`src/rtl/swo_uart_rx_pkg.sv`:
```
// Shared constants for the SWO UART receiver: FSM encodings, divisor floor and a vote helper.
package swo_uart_rx_pkg;

  localparam logic [2:0] SWO_ST_IDLE      = 3'd0;
  localparam logic [2:0] SWO_ST_START     = 3'd1;
  localparam logic [2:0] SWO_ST_DATA      = 3'd2;
  localparam logic [2:0] SWO_ST_STOP      = 3'd3;
  localparam logic [2:0] SWO_ST_WAIT_IDLE = 3'd4;

  localparam int SWO_MIN_DIV = 3;

  function automatic logic majority3(input logic a, input logic b, input logic c);
    return (a & b) | (a & c) | (b & c);
  endfunction

endpackage

```
`src/rtl/swo_line_filter.sv`:
```
// SWO pin conditioning: 2-FF synchronizer, plus a registered 2-of-3 majority vote
// when SWO_GLITCH_FILTER_EN is defined. All flops reset to the idle-high level.
module swo_line_filter (
  input  logic fe_clk,
  input  logic reset,
  input  logic I_swo,
  output logic line
);

  logic sync1_r;
  logic sync2_r;

  // Two-stage synchronizer for the asynchronous pin.
  always_ff @(posedge fe_clk) begin
    if (reset) begin
      sync1_r <= 1'b1;
      sync2_r <= 1'b1;
    end else begin
      sync1_r <= I_swo;
      sync2_r <= sync1_r;
    end
  end

`ifdef SWO_GLITCH_FILTER_EN
  import swo_uart_rx_pkg::*;

  logic hist1_r;
  logic hist2_r;
  logic filt_r;

  // Vote over the three most recent samples so a lone spike never reaches the line value.
  always_ff @(posedge fe_clk) begin
    if (reset) begin
      hist1_r <= 1'b1;
      hist2_r <= 1'b1;
      filt_r  <= 1'b1;
    end else begin
      hist1_r <= sync2_r;
      hist2_r <= hist1_r;
      filt_r  <= majority3(sync2_r, hist1_r, hist2_r);
    end
  end

  assign line = filt_r;
`else
  assign line = sync2_r;
`endif

endmodule

```
`src/rtl/swo_uart_rx.sv`:
```
// 8N1 receiver for the SWO pin with runtime bit period and framing-error pulse.
// Optional glitch filter in swo_line_filter is selected by SWO_GLITCH_FILTER_EN.
module swo_uart_rx
  import swo_uart_rx_pkg::*;
#(
  parameter int pDIV_WIDTH = 16
) (
  input  logic                  fe_clk,
  input  logic                  reset,
  input  logic                  I_swo,
  input  logic                  I_enable,
  input  logic [pDIV_WIDTH-1:0] I_baud_div,
  output logic [7:0]            O_data,
  output logic                  O_data_valid,
  output logic                  O_framing_error,
  output logic                  O_busy
);

  localparam logic [pDIV_WIDTH-1:0] MIN_DIV = pDIV_WIDTH'(SWO_MIN_DIV);

  logic                  line_s;
  logic                  line_prev_r;
  logic [2:0]            state_r;
  logic [pDIV_WIDTH-1:0] dl_r;
  logic [pDIV_WIDTH-1:0] cnt_r;
  logic [2:0]            bit_idx_r;
  logic [7:0]            shift_r;
  logic [pDIV_WIDTH-1:0] div_clamped_s;

  assign div_clamped_s = (I_baud_div < MIN_DIV) ? MIN_DIV : I_baud_div;

  swo_line_filter u_line_filter (
    .fe_clk (fe_clk),
    .reset  (reset),
    .I_swo  (I_swo),
    .line   (line_s)
  );

  // Frame FSM: every sample point is reached by counting cnt down to zero.
  always_ff @(posedge fe_clk) begin
    if (reset) begin
      line_prev_r     <= 1'b1;
      state_r         <= SWO_ST_IDLE;
      dl_r            <= MIN_DIV;
      cnt_r           <= '0;
      bit_idx_r       <= 3'd0;
      shift_r         <= 8'h00;
      O_data          <= 8'h00;
      O_data_valid    <= 1'b0;
      O_framing_error <= 1'b0;
      O_busy          <= 1'b0;
    end else begin
      line_prev_r     <= line_s;
      O_data_valid    <= 1'b0;
      O_framing_error <= 1'b0;
      O_busy          <= (state_r != SWO_ST_IDLE);
      if (!I_enable) begin
        state_r <= SWO_ST_IDLE;
        cnt_r   <= '0;
      end else begin
        case (state_r)
          SWO_ST_IDLE: begin
            if (line_prev_r && !line_s) begin
              dl_r    <= div_clamped_s;
              cnt_r   <= div_clamped_s >> 1;
              state_r <= SWO_ST_START;
            end
          end
          SWO_ST_START: begin
            if (cnt_r != '0) begin
              cnt_r <= cnt_r - pDIV_WIDTH'(1);
            end else if (!line_s) begin
              cnt_r     <= dl_r;
              bit_idx_r <= 3'd0;
              state_r   <= SWO_ST_DATA;
            end else begin
              state_r <= SWO_ST_IDLE;
            end
          end
          SWO_ST_DATA: begin
            if (cnt_r != '0) begin
              cnt_r <= cnt_r - pDIV_WIDTH'(1);
            end else begin
              shift_r <= {line_s, shift_r[7:1]};
              cnt_r   <= dl_r;
              if (bit_idx_r == 3'd7) begin
                state_r <= SWO_ST_STOP;
              end else begin
                bit_idx_r <= bit_idx_r + 3'd1;
              end
            end
          end
          SWO_ST_STOP: begin
            if (cnt_r != '0) begin
              cnt_r <= cnt_r - pDIV_WIDTH'(1);
            end else if (line_s) begin
              O_data       <= shift_r;
              O_data_valid <= 1'b1;
              state_r      <= SWO_ST_IDLE;
            end else begin
              O_framing_error <= 1'b1;
              state_r         <= SWO_ST_WAIT_IDLE;
            end
          end
          SWO_ST_WAIT_IDLE: begin
            // A held-low line (break) must go high before another start edge counts.
            if (line_s) begin
              state_r <= SWO_ST_IDLE;
            end
          end
          default: begin
            state_r <= SWO_ST_IDLE;
          end
        endcase
      end
    end
  end

endmodule

```
`config.mk`:
```
export PLATFORM = sky130hd
export DESIGN_NAME = swo_uart_rx
export DESIGN_NICKNAME = d
export VERILOG_FILES = /design/src/rtl/swo_uart_rx_pkg.sv /design/src/rtl/swo_line_filter.sv /design/src/rtl/swo_uart_rx.sv
export SDC_FILE = /design/constraint.sdc
export NUM_CORES = 1
export LEC_CHECK = 0
export ABC_AREA = 1
export CAP_MARGIN = 25
export CORE_MARGIN = 2
export CORE_UTILIZATION = 25
export CTS_BUF_LIST = sky130_fd_sc_hd__clkbuf_4 sky130_fd_sc_hd__clkbuf_8
export CTS_CLUSTER_SIZE = 12
export DETAILED_ROUTE_END_ITERATION = 7
export GPL_TIMING_DRIVEN = 0
export MAX_ROUTING_LAYER = met4
export PLACE_DENSITY = 0.44
export SYNTH_ARGS = -nofsm -noshare
export SYNTH_HDL_FRONTEND = slang
export SYNTH_SLANG_ARGS = --single-unit
export TNS_END_PERCENT = 1
```
`constraint.sdc`:
```
create_clock -name fe_clk -period 1.95 [get_ports fe_clk]
set_input_delay 0.195 -clock fe_clk [delete_from_list [all_inputs] [get_ports fe_clk]]
set_output_delay 0.195 -clock fe_clk [all_outputs]
set_load 0.01 [all_outputs]
```
# Yosys cells after proc, flatten, opt, wreduce, memory -nomap -nowiden
# Index checks and enable logic that the tools add are counted.
[word_totals] output_inout_bits=11 inputBits=20 ff_bits=60 word_cells=71
[classes] n_reduce_logical=15 bitwise_logic=3 n_mux=23 n_lt_le_gt_ge=1 n_addsub=2 n_eq_ne=15
[op_table] cell="16-bit two-way mux" count=6
[op_table] cell="16-bit one-hot mux with 4 select lines" count=1
[op_table] cell="3-bit two-way mux" count=11
[op_table] cell="16-bit by 2-bit < comparator with 1-bit output (second input constant)" count=1
[op_table] cell="2-bit != test (second input constant)" count=8
[op_table] cell="16-bit nonzero test" count=1
[op_table] cell="16-bit by 1-bit subtractor with 16-bit output (second input constant)" count=1
[op_table] cell="3-bit one-hot mux with 5 select lines" count=1
[op_table] cell="6-bit AND reduction" count=2
[op_table] cell="4-bit AND reduction" count=2
[op_table] cell="3-bit by 2-bit == test with 1-bit output (second input constant)" count=2
[op_table] cell="3-bit == test (second input constant)" count=2
[op_table] cell="3-bit one-hot mux with 2 select lines" count=1
[op_table] cell="3-bit AND reduction" count=2
[op_table] cell="4-bit nonzero test" count=1
[op_table] cell="4-bit OR reduction" count=1
[op_table] cell="3-bit by 1-bit adder with 3-bit output (second input constant)" count=1
[op_table] cell="3-bit by 1-bit == test with 1-bit output (second input constant)" count=1
[op_table] cell="3-bit zero test" count=1
[op_table] cell="3-bit != test (second input constant)" count=1
[op_table] cell="1-bit NOT" count=3
[op_table] cell="3-bit nonzero test" count=1
[op_table] cell="1-bit two-way mux" count=2
[op_table] cell="2-bit two-way mux" count=1
[op_table] cell="other kinds (5)" count=5

# Logic depth before layout (Yosys ltp)
[depth] ltp_word=4 ltp_mapped=10 ltp_nobuf=10

# Hierarchy
# From an unflattened synthesis, not the netlist that was laid out.
[hier_totals] hier_cells=450 area_unflattened_um2=3088.0
[modules_own_cells] mod="swo_uart_rx" seq_area_each_um2=1161.1 n_inst=1 area_each_um2=3029.2 cells_per_inst=443
[modules_own_cells] mod="swo_line_filter" seq_area_each_um2=40.0 n_inst=1 area_each_um2=58.8 cells_per_inst=7

# Worst setup path before layout
# OpenSTA, ideal clock, no wires.
[synth_path] path_kind="reg2reg" from="register cnt_r[0]" to="register O_data[0]" synth_period_minus_slack_ps=1624 setup_time_ps=113 required_time_ps=1837 arrival_ps=1511 path_buffers=0 slack_ps=326 stages_incl_launch_ff=10 cell_sequence="dfxtp_1 -> inv_1 -> ha_1 -> nand2_2 -> nor2_8 -> nand3_4 -> nor3_4 -> inv_4 -> nor2_1 -> nor2_1"
[synth_via] elab_chain_len=3
[synth_rtl] element="from (decl)" line_no="swo_uart_rx.sv:25" text="logic [pDIV_WIDTH-1:0] cnt_r;"
[synth_rtl] element="from (signal assigned)" line_no="swo_uart_rx.sv:65" text="cnt_r <= div_clamped_s >> 1;"
[synth_rtl] element="from (signal assigned)" line_no="swo_uart_rx.sv:71" text="cnt_r <= cnt_r - pDIV_WIDTH'(1);"
[synth_rtl] element="from (signal assigned)" line_no="swo_uart_rx.sv:73" text="cnt_r <= dl_r;"
[synth_rtl] element="16-bit nonzero test" line_no="swo_uart_rx.sv:94" text="if (cnt_r != '0) begin"
[synth_rtl] element="1-bit NOT (no line)"
[synth_rtl] element="4-bit AND reduction (no line)"
[synth_rtl] element="to (signal assigned)" line_no="swo_uart_rx.sv:97" text="O_data <= shift_r;"
[synth_rtl] element="to (decl)" line_no="swo_uart_rx.sv:13" text="output logic [7:0] O_data,"
# Every way passes these cells.
# A chain may end at the register's enable or synchronous reset.

# Worst setup path after layout
[layout_path] from="register cnt_r[0]" to="register cnt_r[6]"
[layout_via] elab_chain_len=3 word_cells_on_any_way=9 cone_classes="add/sub (1); eq/ne (2); mux (4); reduce/logical (2)"
[layout_rtl] element="16-bit by 1-bit subtractor with 16-bit output or 16-bit nonzero test (tied branches)"
[layout_rtl] element="16-bit two-way mux, or another cell as far along" line_no="swo_uart_rx.sv:94"
[layout_rtl] element="16-bit one-hot mux with 4 select lines or 4-bit AND reduction (tied branches)"
# Parallel ways exist; a longest one is shown, timed or not. The select of a mux whose other input is x is not followed.

==> results_dict.tcl <==
set metrics [dict create \
    place_congestion 0.826 \
    critPathMaxStageDelay_ns 0.33 \
    ir_worst_vdd_v 0.000366 \
    dp_cells 720 \
    layout-drive-gt1-share_pct 11.0 \
    rsz0062_at_grt "false" \
    stdcell_count 738 \
    slowest_stage "dfxtp_1" \
    layout_commonest_cell "nand2_1" \
    cap_violations 0 \
    grt_pass1_vias 3237 \
    synthesis.area_sq_um 3350 \
    fin_util_pct 31.3 \
    dp.final_hpwl_um 7360 \
    syn_avg_cell_area_sq_um 6.53 \
    firstDrtPassIters 4 \
    avgViaCountPerCell 4.32 \
    portBuffers 30 \
    antenna_cells 0 \
    hold_path_class "flip-flop to flip-flop" \
    die_area_sq_um 14400 \
    tritoncts "yes" \
    clock_latency_ns 0.35 \
    post-route-period-util_pct 90.9 \
    wirelength_um 9550 \
    drcViolationCount 0 \
    antenna_found_initial 0 \
    relSlewSlack_pct 64.0 \
    syn-num-nets 538 \
    first_iter_violations 168 \
    critPathLaunchType "flip-flop" \
    place_area_sq_um 3870 \
    fp.dieW_um 120 \
    cts_htree_levels 3 \
    vias 3185 \
    syn_inst 514 \
    grt-ovfl-total 0 \
    wl_per_cell_um 12.9 \
    cp.required_ns 2.20 \
    worst_pin_slew_ns 0.541 \
    ys_ff_latch 60 \
    start_util_pct 25.4 \
    clk_pin_slew_ns 0.07 \
    syn2layout_area_growth_pct 23.2 \
    skew_ns 0.00480 \
    whs_ns 0.409 \
    io_pins 31 \
    cts_buffers 9 \
    end_kind "flip-flop" \
    crit_type "flip-flop to flip-flop" \
    fmax_ghz 0.564 \
    ant_nets 0 \
    synth-edff-count 0 \
    coreArea_sq_um 13200 \
    crit_chain "inv_2, ha_2, nand2_2, nor2_8, nand4_4, nand2_4, buf_6, a21oi_1, nand2_1, inv_1" \
    crit_arrival_ns 2.02 \
    final-setup-viol-count 0 \
    grt_max_degree 12 \
    grt_use_total_pct 14.7 \
    power_density_nw_per_um2 751 \
    cts_buffer_depth 2 \
    final_nets 581 \
    yosysSeqAreaShare_pct 35.8 \
    cts_sinks 60 \
    hold_violations 0 \
    crit_fanout 10 \
    cts-root-buf "clkbuf_8" \
    row_count 42 \
    final_area_sq_um 4130 \
    status "complete, no violations" \
    synthArstFlopShare_pct 0 \
    fp.dieH_um 120 \
    synth.distinct_cells 38 \
    drv_slew 0 \
    grt_pass1_wl_um 16100 \
    leakage_uw 0.00183 \
    ys.flop_type "dfxtp_1" \
    power.total_uw 3100 \
    final_cell_mix "nand2_1 (120), nor2_1 (93), inv_1 (61)" \
    ys_warn_count 0 \
    fin_crit_ns 1.77 \
]
==> timing repair <==
item,4_1_cts,5_1_grt
hold buffers,0,0
setup buffers,2,0
pin swaps,1,1
setup endpoints to repair,8,28
gates resized for setup,1,6
==> path summary, 6_finish.rpt <==
| check | slack [ns] | cells past startpoint | endpoint | start |
|---|---|---|---|---|
| max | 0.18 | 10 | cnt_r[6] | cnt_r[0] |
| min | 0.41 | 1 | u_line_filter.line | u_line_filter.sync1_r |
| max reg2reg | 0.18 | 10 | cnt_r[6] | cnt_r[0] |
| min reg2reg | 0.41 | 1 | u_line_filter.line | u_line_filter.sync1_r |
==> worst max-delay path: cells and delay by family, from the launching register on <==
family                   cells  cell delay, ns
adder cells (fa/ha/maj)      1            0.24
AND/OR/NAND/NOR              5            0.72
buffers and inverters        3            0.31
AO/OA/AOI/OAI                1            0.07
flip-flops                   1            0.33
==> area by class of cell <==
type | instances | area (sq um)
clock buffers | 10 | 138
well taps | 176 | 220
plain buffers | 12 | 61.3
fillers | 1457 | 9060
inverters | 70 | 265
repair buffers | 32 | 319
multi-input cells | 372 | 1840
flip-flops and latches | 60 | 1200
clock inverters | 6 | 86.3
==> through the flow <==
step                      TNS [ns]  setup slack [ns]
after global placement      -0.327           -0.0477
final                            0             0.178
after floorplan                  0             0.326
after detailed placement    -0.234           -0.0386
after global routing             0            0.0112
after CTS                        0            0.0321
==> registers in the layout (all words and copies together), names as in the netlist <==
name	count
O_busy	1
O_data	8
O_data_valid	1
O_framing_error	1
bit_idx_r	3
cnt_r	16
dl_r	16
line_prev_r	1
shift_r	8
state_r	3
u_line_filter.line	1
u_line_filter.sync1_r	1
==> cell usage after synthesis (2+ instances only) <==
library cell,n,area share [%]
xor2_1,5,1.3
inv_1,62,6.9
clkbuf_1,4,0.45
buf_2,4,0.60
nand2_1,121,14
nand4_4,2,1.3
a211oi_1,11,2.5
nand3_1,40,6.0
buf_1,2,0.22
nand4_1,3,0.56
nor3_1,2,0.30
nand3b_1,3,0.67
nor2_2,5,0.93
nand2_2,3,0.56
dfxtp_1,60,36
nor2_1,95,11
nand3_4,2,1.0
or2_2,2,0.37
inv_2,7,0.78
o21ai_1,11,1.6
o21ai_0,16,2.4
nor2_4,3,1.0
ha_1,4,1.5
a21oi_1,33,4.9
==> metal layers <==
metal,vias up,track usage [%],share of wire [%]
met3,10,3.75,3.8
met2,55,23.9,47
met4,0,5.44,1.8
li1,1713,-,-
met5,-,-,0
met1,1407,17.6,47
==> power by group <==
group          total [uW]  internal [uW]  switching, uW
Sequential           1270           1250           20.8
Clock                1270            754            520
Combinational         555            192            363
==> kinds of logic (layout without fill, tap and decap cells) <==
group | Yosys count | in the layout | share of synthesized area [%]
AO/OA/AOI/OAI | 74 | 74 | 12.2
flip-flops | 60 | 60 | 35.8
adder cells (fa/ha/maj) | 4 | 4 | 1.49
buffers and inverters | 82 | 130 | 9.74
AND/OR/NAND/NOR | 288 | 288 | 39.2
XOR/XNOR | 6 | 6 | 1.57
(Power assumes the default switching activity.)
